`src/rtl/tuner_phy_pkg.sv`:
```
// Shared types for the ring tuner.
// Holds the state encoding of the main sequencer (exported on o_state_mon so
// software and benches can name the states) and a small decode helper.
package tuner_phy_pkg;

  typedef enum logic [3:0] {
    IDLE,
    SEARCH_REQ,
    SEARCH_WAIT,
    SELECT,
    LOCK_REQ,
    LOCK_WAIT,
    LOCKED,
    RETRY,
    ERROR
  } tuner_ctrl_state_e;

  // Busy means "a sequence is in flight": everything but the resting states.
  function automatic logic is_busy(input tuner_ctrl_state_e s);
    return !(s inside {IDLE, LOCKED, ERROR});
  endfunction

endpackage

```
`src/rtl/tuner_timeout_cnt.sv`:
```
// Per-phase cycle timer for the tuner sequencer.
// Ports:
//   clk, rst  clock and synchronous active-high reset
//   clear     forces the count to zero (takes priority over enable)
//   enable    count one cycle; the count saturates at all-ones, never wraps
//   limit     timeout in cycles; 0 disables the timer
//   expired   high while count == limit-1, i.e. during the limit-th counted cycle
module tuner_timeout_cnt #(
  parameter int WIDTH = 16
) (
  input  logic             clk,
  input  logic             rst,
  input  logic             clear,
  input  logic             enable,
  input  logic [WIDTH-1:0] limit,
  output logic             expired
);

  logic [WIDTH-1:0] count;

  // NOTE: state is updated with non-blocking assignments so every flop samples
  // pre-edge values regardless of block ordering.
  always_ff @(posedge clk) begin
    if (rst) begin
      count <= '0;
    end else if (clear) begin
      count <= '0;
    end else if (enable && (count != '1)) begin
      count <= count + WIDTH'(1);
    end
  end

  // Combinational so the owner can leave the wait state on the very next edge.
  assign expired = (limit != '0) && (count == limit - WIDTH'(1));

endmodule

```
`src/rtl/tuner_main_ctrl.sv`:
```
// Top-level sequencer for one ring tuner.
// Runs a search sweep, picks the configured target peak, hands its power/tune
// to the lock PHY and supervises lock; re-searches on lock loss or timeout,
// giving up into ERROR after MAX_RETRY retries.
// Ports:
//   i_clk, i_rst               clock, synchronous active-high reset
//   i_start, i_abort           start pulse (IDLE/ERROR only), abort level
//   i_cfg_target_idx           peak index to lock onto (latched at start)
//   i_cfg_timeout              cycle limit for the *_WAIT states, 0 = none
//   o_search_req/i_search_ack  search request handshake
//   i_search_done, i_search_peak_cnt   sweep complete + number of peaks
//   o_search_peak_idx, i_search_peak_pwr/tune   peak table read, 1-cycle latency
//   o_lock_req/i_lock_ack      lock request handshake
//   i_lock_locked, i_lock_lost lock status level / loss pulse
//   o_cfg_pwr_peak, o_cfg_ring_tune_peak   selected peak to the lock PHY
//   o_state_mon, o_busy, o_locked, o_err, o_retry_cnt   status
module tuner_main_ctrl
  import tuner_phy_pkg::*;
#(
  parameter int DAC_WIDTH     = 8,
  parameter int ADC_WIDTH     = 8,
  parameter int NUM_TARGET    = 8,
  parameter int TIMEOUT_WIDTH = 16,
  parameter int MAX_RETRY     = 3,
  localparam int IdxW   = $clog2(NUM_TARGET),
  localparam int CntW   = $clog2(NUM_TARGET + 1),
  localparam int RetryW = $clog2(MAX_RETRY + 1)
) (
  input  logic                     i_clk,
  input  logic                     i_rst,
  input  logic                     i_start,
  input  logic                     i_abort,
  input  logic [IdxW-1:0]          i_cfg_target_idx,
  input  logic [TIMEOUT_WIDTH-1:0] i_cfg_timeout,
  output logic                     o_search_req,
  input  logic                     i_search_ack,
  input  logic                     i_search_done,
  input  logic [CntW-1:0]          i_search_peak_cnt,
  output logic [IdxW-1:0]          o_search_peak_idx,
  input  logic [ADC_WIDTH-1:0]     i_search_peak_pwr,
  input  logic [DAC_WIDTH-1:0]     i_search_peak_tune,
  output logic                     o_lock_req,
  input  logic                     i_lock_ack,
  input  logic                     i_lock_locked,
  input  logic                     i_lock_lost,
  output logic [ADC_WIDTH-1:0]     o_cfg_pwr_peak,
  output logic [DAC_WIDTH-1:0]     o_cfg_ring_tune_peak,
  output tuner_ctrl_state_e        o_state_mon,
  output logic                     o_busy,
  output logic                     o_locked,
  output logic                     o_err,
  output logic [RetryW-1:0]        o_retry_cnt
);

  tuner_ctrl_state_e state, state_nxt;
  logic [IdxW-1:0]   tgt;
  logic              sel_phase;   // 0: index driven, 1: table data valid
  logic              load_start;
  logic              retry_inc;
  logic              sel_capture;
  logic              timer_clear;
  logic              timer_en;
  logic              expired;

  // Timer restarts on every state change, so it always measures time spent
  // in the current wait state only.
  assign timer_clear = (state_nxt != state);
  assign timer_en    = (state == SEARCH_WAIT) || (state == LOCK_WAIT);

  tuner_timeout_cnt #(.WIDTH(TIMEOUT_WIDTH)) u_timeout (
    .clk     (i_clk),
    .rst     (i_rst),
    .clear   (timer_clear),
    .enable  (timer_en),
    .limit   (i_cfg_timeout),
    .expired (expired)
  );

  always_ff @(posedge i_clk) begin
    if (i_rst) state <= IDLE;
    else       state <= state_nxt;
  end

  // NOTE: every signal written here gets a default first, so no path through
  // the case can leave one unassigned and infer a latch.
  always_comb begin
    state_nxt   = state;
    load_start  = 1'b0;
    retry_inc   = 1'b0;
    sel_capture = 1'b0;
    if (i_abort) begin
      state_nxt = IDLE;
    end else begin
      case (state)
        IDLE, ERROR: begin
          if (i_start) begin
            state_nxt  = SEARCH_REQ;
            load_start = 1'b1;
          end
        end
        SEARCH_REQ: if (i_search_ack) state_nxt = SEARCH_WAIT;
        SEARCH_WAIT: begin
          // A completed sweep outranks a timeout in the same cycle.
          if (i_search_done)
            state_nxt = (i_search_peak_cnt > CntW'(tgt)) ? SELECT : RETRY;
          else if (expired)
            state_nxt = RETRY;
        end
        SELECT: begin
          if (sel_phase) begin
            state_nxt   = LOCK_REQ;
            sel_capture = 1'b1;
          end
        end
        LOCK_REQ: if (i_lock_ack) state_nxt = LOCK_WAIT;
        LOCK_WAIT: begin
          // Loss outranks a simultaneous locked indication.
          if (i_lock_lost || expired) state_nxt = RETRY;
          else if (i_lock_locked)     state_nxt = LOCKED;
        end
        LOCKED: if (i_lock_lost) state_nxt = RETRY;
        RETRY: begin
          if (o_retry_cnt == RetryW'(MAX_RETRY)) begin
            state_nxt = ERROR;
          end else begin
            state_nxt = SEARCH_REQ;
            retry_inc = 1'b1;
          end
        end
        default: state_nxt = IDLE;
      endcase
    end
  end

  // Outputs are computed from the next state so they line up with the state
  // register and change on the same edge.
  always_ff @(posedge i_clk) begin
    if (i_rst) begin
      tgt                  <= '0;
      sel_phase            <= 1'b0;
      o_retry_cnt          <= '0;
      o_search_peak_idx    <= '0;
      o_cfg_pwr_peak       <= '0;
      o_cfg_ring_tune_peak <= '0;
      o_search_req         <= 1'b0;
      o_lock_req           <= 1'b0;
      o_busy               <= 1'b0;
      o_locked             <= 1'b0;
      o_err                <= 1'b0;
    end else begin
      sel_phase    <= (state == SELECT) && (state_nxt == SELECT);
      o_search_req <= (state_nxt == SEARCH_REQ);
      o_lock_req   <= (state_nxt == LOCK_REQ);
      o_busy       <= is_busy(state_nxt);
      o_locked     <= (state_nxt == LOCKED);
      o_err        <= (state_nxt == ERROR);
      if (load_start) begin
        tgt         <= i_cfg_target_idx;
        o_retry_cnt <= '0;
      end else if (retry_inc) begin
        o_retry_cnt <= o_retry_cnt + RetryW'(1);
      end
      // Present the read address on SELECT entry; data returns one cycle later.
      if ((state_nxt == SELECT) && (state != SELECT))
        o_search_peak_idx <= tgt;
      if (sel_capture) begin
        o_cfg_pwr_peak       <= i_search_peak_pwr;
        o_cfg_ring_tune_peak <= i_search_peak_tune;
      end
    end
  end

  assign o_state_mon = state;

endmodule
```
`config.mk`:
```
export PLATFORM = sky130hd
export DESIGN_NAME = tuner_main_ctrl
export DESIGN_NICKNAME = d
export VERILOG_FILES = /design/src/rtl/tuner_phy_pkg.sv /design/src/rtl/tuner_timeout_cnt.sv /design/src/rtl/tuner_main_ctrl.sv
export SDC_FILE = /design/constraint.sdc
export NUM_CORES = 1
export LEC_CHECK = 0
export CORE_MARGIN = 4
export CORE_UTILIZATION = 50
export CTS_CLUSTER_SIZE = 8
export DETAILED_ROUTE_END_ITERATION = 16
export MAX_ROUTING_LAYER = met4
export PLACE_DENSITY = 0.92
export SYNTH_ARGS = -nofsm -noshare
export SYNTH_HDL_FRONTEND = slang
export SYNTH_SLANG_ARGS = --single-unit
```
`constraint.sdc`:
```
create_clock -name i_clk -period 3.75 [get_ports i_clk]
set_clock_uncertainty 0.15 [all_clocks]
set_input_delay 0.9375 -clock i_clk [delete_from_list [all_inputs] [get_ports i_clk]]
set_output_delay 0.9375 -clock i_clk [all_outputs]
set_load 0.02 [all_outputs]
```
==> results.toml, run 1 <==
[floorplan]
core_um2 = 6060
start_util_pct = 53.0
fp.dieArea_um2 = 7770
die_w_um = 88.1
die_h_um = 88.1
num_io_pins = 78
rows = 28

[setup_path]
crit_path_max_incr_delay_ps = 420
path_class = "in -> reg"
worstPathArrival_ps = 3670
start_kind = "input pin"
end_kind = "flip-flop"
crit_required_ps = 3820
cp_slowest_cell = "clkdlybuf4s50_1"
worstPathCellList = "clkdlybuf4s50_1 -> inv_1 -> ha_2 -> nor4b_4 -> nand4b_1 -> xnor2_1 -> a211o_1 -> nor4_4 -> buf_4 -> a21oi_2 -> nand2b_1 -> a311oi_2"
cp_max_fo = 6

[clock_network]
h-tree-depth = 2
holdBufCountCts = 0
cts_tree = "built"
cts.path.max_buffers = 2
cts_buffers = 5
clk_latency_ps = 320
root_buffer = "clkbuf_8"
clkTransAtPathRegs_ps = 100
clock-sinks = 50

[logic_synthesis]
avgSynthCellArea_um2 = 8.32
syn_nets = 441
synthFlopType = "dfxtp_1"
synth_edf_count = 0
synth_top_area_share_pct = 31.2
ys_seq_area_share_pct = 31.2
syn_inst = 386
ys_seq_elements = 50
synth_cell_types = 58
yosys_warnings = 0
synthTopCellsByCount = "50 x dfxtp_1, 46 x nand2_1, 26 x nor2_1, 25 x a21oi_1, 24 x nor3_1"
synthArstFlopShare_pct = 0
synth_area_leaders = "dfxtp_1 31%, xnor2_1 6.0%, nand2_1 5.4%, xor2_1 4.4%, a21oi_1 3.9%"
syn_area_um2 = 3210
yosysMostFrequentCell = "dfxtp_1"
yosysTopAreaCell = "dfxtp_1"

[grt]
antenna_found_initial = 0
grt_pass1_wl_mm = 14.6
grt_pass1_vias = 3076
grt_usage_pct = 24.5
grt_start_max_net_pins = 34
grt.overflow.total = 0

[drt]
vias_per_cell = 5.99
drt_wl_total_mm = 9.36
firstDrtPassIters = 5
drc = 0
vias = 3260
wire_per_inst_um = 17.2
ant_nets = 0
drtIter0Drc = 321

[cells_and_area]
post-route-util_pct = 70.1
syn_to_final_growth_pct = 32.4
final_nets = 523
antenna_cells = 0
drive_gt1_share_pct = 13.0
fin_area_um2 = 4250

[min_path]
hp-class = "reg -> reg"

[placement]
io_buffer_count = 77
dp_slack_ps = -206
place_hpwl_mm = 6.69
placed_area_um2 = 4110
gp_congestion = 0.936

[sta]
tightest_slew_ps = 712
setup_viol = 0
rsz0062_at_grt = "no"
hold_viol = 0
fmax_mhz = 278
finalWorstSetupSlack_ps = 148
max-slew-margin-rel_pct = 52.5
period_share_pct = 96.0
maxSlewViolCount = 0
fin_crit_ps = 3600

[power]
p_per_area_nw_per_um2 = 259
fin_total_pwr_mw = 1.10
p_leak_nw = 1.46
vdd_drop_max_v = 0.000212

[outcome]
status = "finished, final reports clean"

[run]
maxCapViolCount = 0
stage by stage:
step | hold WS, ps | instances | setup TNS [ps]
after floorplan | 286 | 386 | 0
after global placement | 291 | 534 | -1690
after detailed placement | 301 | 534 | -2840
after CTS | 318 | 542 | 0
after global routing | 341 | 544 | 0
final | 314 | 544 | 0
cell type report:
class | count | area [um^2]
clock buffers | 5 | 68.8
clock inverters | 3 | 28.8
fillers | 449 | 1810
inverters | 7 | 26.3
multi-input cells | 305 | 2070
flip-flops and latches | 50 | 1000
well taps | 75 | 93.8
repair buffers | 99 | 961
registers in the layout (all words and copies together), names as in the netlist:
signal                count
sel_phase                 1
o_lock_req                1
o_err                     1
o_cfg_pwr_peak            8
o_search_req              1
o_search_peak_idx         3
tgt                       3
o_cfg_ring_tune_peak      8
o_state_mon               4
o_retry_cnt               2
o_locked                  1
u_timeout.count          16
o_busy                    1
final timing paths:
| path | start | endpoint | slack, ps | depth (start not counted) |
|---|---|---|---|---|
| hold / removal | o_cfg_ring_tune_peak[5] | o_cfg_ring_tune_peak[5] | 310 | 2 |
| setup / recovery | i_cfg_timeout[0] | o_busy | 150 | 12 |
| hold reg to reg | o_cfg_ring_tune_peak[5] | o_cfg_ring_tune_peak[5] | 310 | 2 |
| setup reg to reg | o_state_mon[1] | u_timeout.count[3] | 750 | 7 |
cell families after synthesis:
logic type               count (synthesis)  share of synthesized area, %
buffers and inverters                   31                          5.07
AO/OA/AOI/OAI                           59                          12.2
flip-flops                              50                          31.2
multiplexers                            10                          3.12
adder cells (fa/ha/maj)                  7                          2.73
AND/OR/NAND/NOR                        189                          33.8
XOR/XNOR                                40                          11.9
critical path: cells and delay by family:
family	cells	cell delay, ps
AO/OA/AOI/OAI	3	710
XOR/XNOR	1	150
adder cells (fa/ha/maj)	1	250
buffers and inverters	3	700
AND/OR/NAND/NOR	4	920
report_power, final:
part	switching, mW	internal [mW]
Clock	0.205	0.140
Sequential	0.00726	0.535
Combinational	0.102	0.112
Total	0.314	0.787
layer usage:
| metal | vias up | GRT usage, % | wire length [um] |
|---|---|---|---|
| met5 | - | - | 0 |
| met4 | 0 | 9.48 | 189 |
| met3 | 27 | 4.52 | 706 |
| met2 | 168 | 40.3 | 4770 |
| met1 | 1529 | 29.6 | 3690 |
| li1 | 1536 | - | - |
what timing repair did:
action                                  CTS  global route
buffers inserted                          0             2
endpoints found under the setup margin    0            18
resized for setup                         0             3
placed cells by master (no fill, tap or decap), types with 4 or more instances in the layout:
| master | instances |
|---|---|
| clkdlybuf4s50_1 | 77 |
| dfxtp_1 | 50 |
| nand2_1 | 46 |
| nor2_1 | 26 |
| a21oi_1 | 25 |
| nor3_1 | 24 |
| xnor2_1 | 22 |
| buf_4 | 20 |
| xor2_1 | 16 |
| nand3_1 | 13 |
| mux2i_1 | 10 |
| nor3_2 | 10 |
| nand4_1 | 9 |
| and3_1 | 9 |
| o21ai_0 | 8 |
| inv_1 | 7 |
| nand2b_1 | 7 |
| nor4_1 | 7 |
| a31oi_1 | 6 |
| ha_1 | 6 |
| nand3b_1 | 5 |
| clkbuf_8 | 5 |
| nor4_2 | 4 |
| nor4b_1 | 4 |
| nor2b_1 | 4 |
Note: power is estimated with default switching activity, not from simulation.
==> run 2, diff against run 1 <==
Settings changed: CORE_ASPECT_RATIO set to 0.5, CORE_MARGIN 4 to unset.
==> run 2 against run 1 <==
Non-clock buffer count down 3. Largest cell class unchanged. Worst setup slack improved by 140 ps. Clock-buffer cell count rose by 1. Total power grew 7.8%. Design area increased by 0.50%. Fmax grew 4.0%. Cell count is 1.8% higher. Register-to-register slack improved by 60 ps. Combinational power shrank 5%. Sequential share of layout area is 0.12 points lower. Via count decreased by 4.3%. Hold slack got worse by 9.0 ps.
==> results.toml, run 2 (synthesis gave the netlist of run 1 again) <==
[outcome]
status = "finished, final reports clean"

[power]
power_frac_comb_pct = 17.2
internal-power_mw = 0.891
seqPwrFrac_pct = 45.6
fin_total_pwr_mw = 1.19
pwr-share-clk_pct = 37.2
vdd_drop_max_v = 0.000238
switching_power_mw = 0.296
swShare_pct = 25.0
p_per_area_nw_per_um2 = 278
p_leak_nw = 1.47

[grt]
grt_usage_pct = 24.7
grt_pass1_vias = 2835
grt_start_max_net_pins = 34
grt_pass1_wl_mm = 12.7
antenna_found_initial = 0
grt.overflow.total = 0

[sta]
hold_ws_ps = 305
tightest_slew_ps = 669
max-slew-margin-rel_pct = 55.3
period_share_pct = 92.4
hold_viol = 0
fin_crit_ps = 3460
setup_viol = 0
tns_ps = 0
fmax_mhz = 289
maxSlewViolCount = 0

[setup_path]
path_class = "in -> reg"
start_kind = "input pin"
r2r_start = "o_state_mon[1]"
r2r_cells = 7
crit_path_max_incr_delay_ps = 470
cp_max_fo = 6
cpMostUsedCell = "buf_4"
cp_slowest_cell = "clkdlybuf4s50_1"
cp-endpoint = "o_busy"
cp-startpoint = "i_cfg_timeout[0]"
path_buf_inv = 4
r2r_end = "u_timeout.count[15]"
worstPathArrival_ps = 3520
crit_family = "simple AND/OR/NAND/NOR gates"
worstPathCellList = "clkdlybuf4s50_1 -> inv_1 -> ha_1 -> buf_4 -> xnor3_1 -> and3_1 -> o21ai_1 -> and2_2 -> buf_4 -> nor4_1 -> a21oi_2 -> nand2b_1 -> a311oi_1"
end_kind = "flip-flop"
cp_num_cells = 13
regToRegSetupSlack_ps = 810
crit_required_ps = 3800

[cells_and_area]
antenna_cells = 0
final_nets = 520
largest_register = "u_timeout.count"
largest_reg_flops = 16
final_cells = 554
reg.largest.list = "u_timeout.count (16), o_cfg_pwr_peak (8), o_cfg_ring_tune_peak (8)"
final_cell_mix = "77 x clkdlybuf4s50_1, 50 x dfxtp_1, 46 x nand2_1"
mostFrequentLayoutCell = "clkdlybuf4s50_1"
drive_gt1_share_pct = 11.8
syn_to_final_growth_pct = 33.0

[drt]
drt_wl_total_mm = 7.76
vias = 3121
firstDrtPassIters = 4
ant_nets = 0
drtIter0Drc = 178
vias_per_cell = 5.63
wire_per_inst_um = 14.0
drc = 0

[clock_network]
clock-sinks = 50
cts_buffers = 5
clkTransAtPathRegs_ps = 70
root_buffer = "clkbuf_16"
h-tree-depth = 2
clk_latency_ps = 290
cts_tree = "built"
cts.path.max_buffers = 2

[floorplan]
num_io_pins = 78
die_w_um = 115
rows = 20
start_util_pct = 52.4
core_um2 = 6130
fp.dieArea_um2 = 6760
die_h_um = 58.7

[placement]
io_buffer_count = 77
gp_congestion = 0.922
place_hpwl_mm = 5.77
placedCellCount = 545

[min_path]
hp-class = "reg -> reg"

[run]
maxCapViolCount = 0
run 2: cell count changes in the layout (fill, tap and decap cells not counted), sizes merged:
cell / before / now
buf: 22 / 19
clkinv: 1 / 2
inv: 9 / 7
clkbuf: 5 / 6
run 2: layer usage:
metal / vias to the layer above / track usage (%) / part of all wire (%)
met5: - / - / 0
met4: 0 / 7.79 / 1.6
met3: 18 / 6.28 / 6.6
met2: 121 / 41.6 / 49
met1: 1449 / 29.3 / 43
li1: 1533 / - / -
run 2: power groups by stage:
| stage | combinational [mW] | sequential, mW | clock (mW) |
|---|---|---|---|
| after floorplan | 0.109 | 0.552 | 0 |
| final | 0.204 | 0.542 | 0.442 |
| after global placement | 0.192 | 0.553 | 0 |
| after detailed placement | 0.195 | 0.553 | 0 |
| after CTS | 0.196 | 0.541 | 0.454 |
| after global routing | 0.220 | 0.542 | 0.478 |
run 2: area by class of cell:
cell class / instances / area, um^2
multi-input cells: 305 / 2050
fillers: 497 / 1860
flip-flops and latches: 50 / 1000
repair buffers: 96 / 938
clock buffers: 6 / 129
well taps: 88 / 110
inverters: 7 / 26.3
clock inverters: 2 / 13.8
run 2: through the flow:
step | instance area, um^2 | utilization, % | worst slack (ps)
2_1_floorplan | 3210 | - | 482
3_3_place_gp | 4110 | 67.0 | -37.9
3_5_place_dp | 4110 | 67.0 | -119
4_1_cts | 4250 | 69.3 | 185
5_1_grt | 4270 | 69.7 | -74.6
6_report | 4270 | 69.7 | 286
run 2: what timing repair did:
item,in CTS,in global routing
resized for setup,0,0
setup buffers,0,1
endpoints found under the setup margin,0,13
hold buffers,0,0
run 2: worst min-delay path by stage:
stage                                 start                end  slack (ps)  depth (start not counted)
after detailed placement  o_cfg_pwr_peak[6]  o_cfg_pwr_peak[6]         300                          2
after global routing      o_cfg_pwr_peak[6]  o_cfg_pwr_peak[6]         330                          2
after CTS                 o_cfg_pwr_peak[6]  o_cfg_pwr_peak[6]         310                          2
final                     o_cfg_pwr_peak[6]  o_cfg_pwr_peak[6]         300                          2
after floorplan                   sel_phase          sel_phase         290                          1
after global placement    o_cfg_pwr_peak[2]  o_cfg_pwr_peak[2]         290                          2
run 2: worst reg2reg max path, stage by stage, from the launching register on:
cell     delay [ps]
dfxtp_1         750
or3b_1          480
a21o_1          260
nor2_2          390
and3_1          380
nand3_1         130
xor2_1          170
nor3_2          160
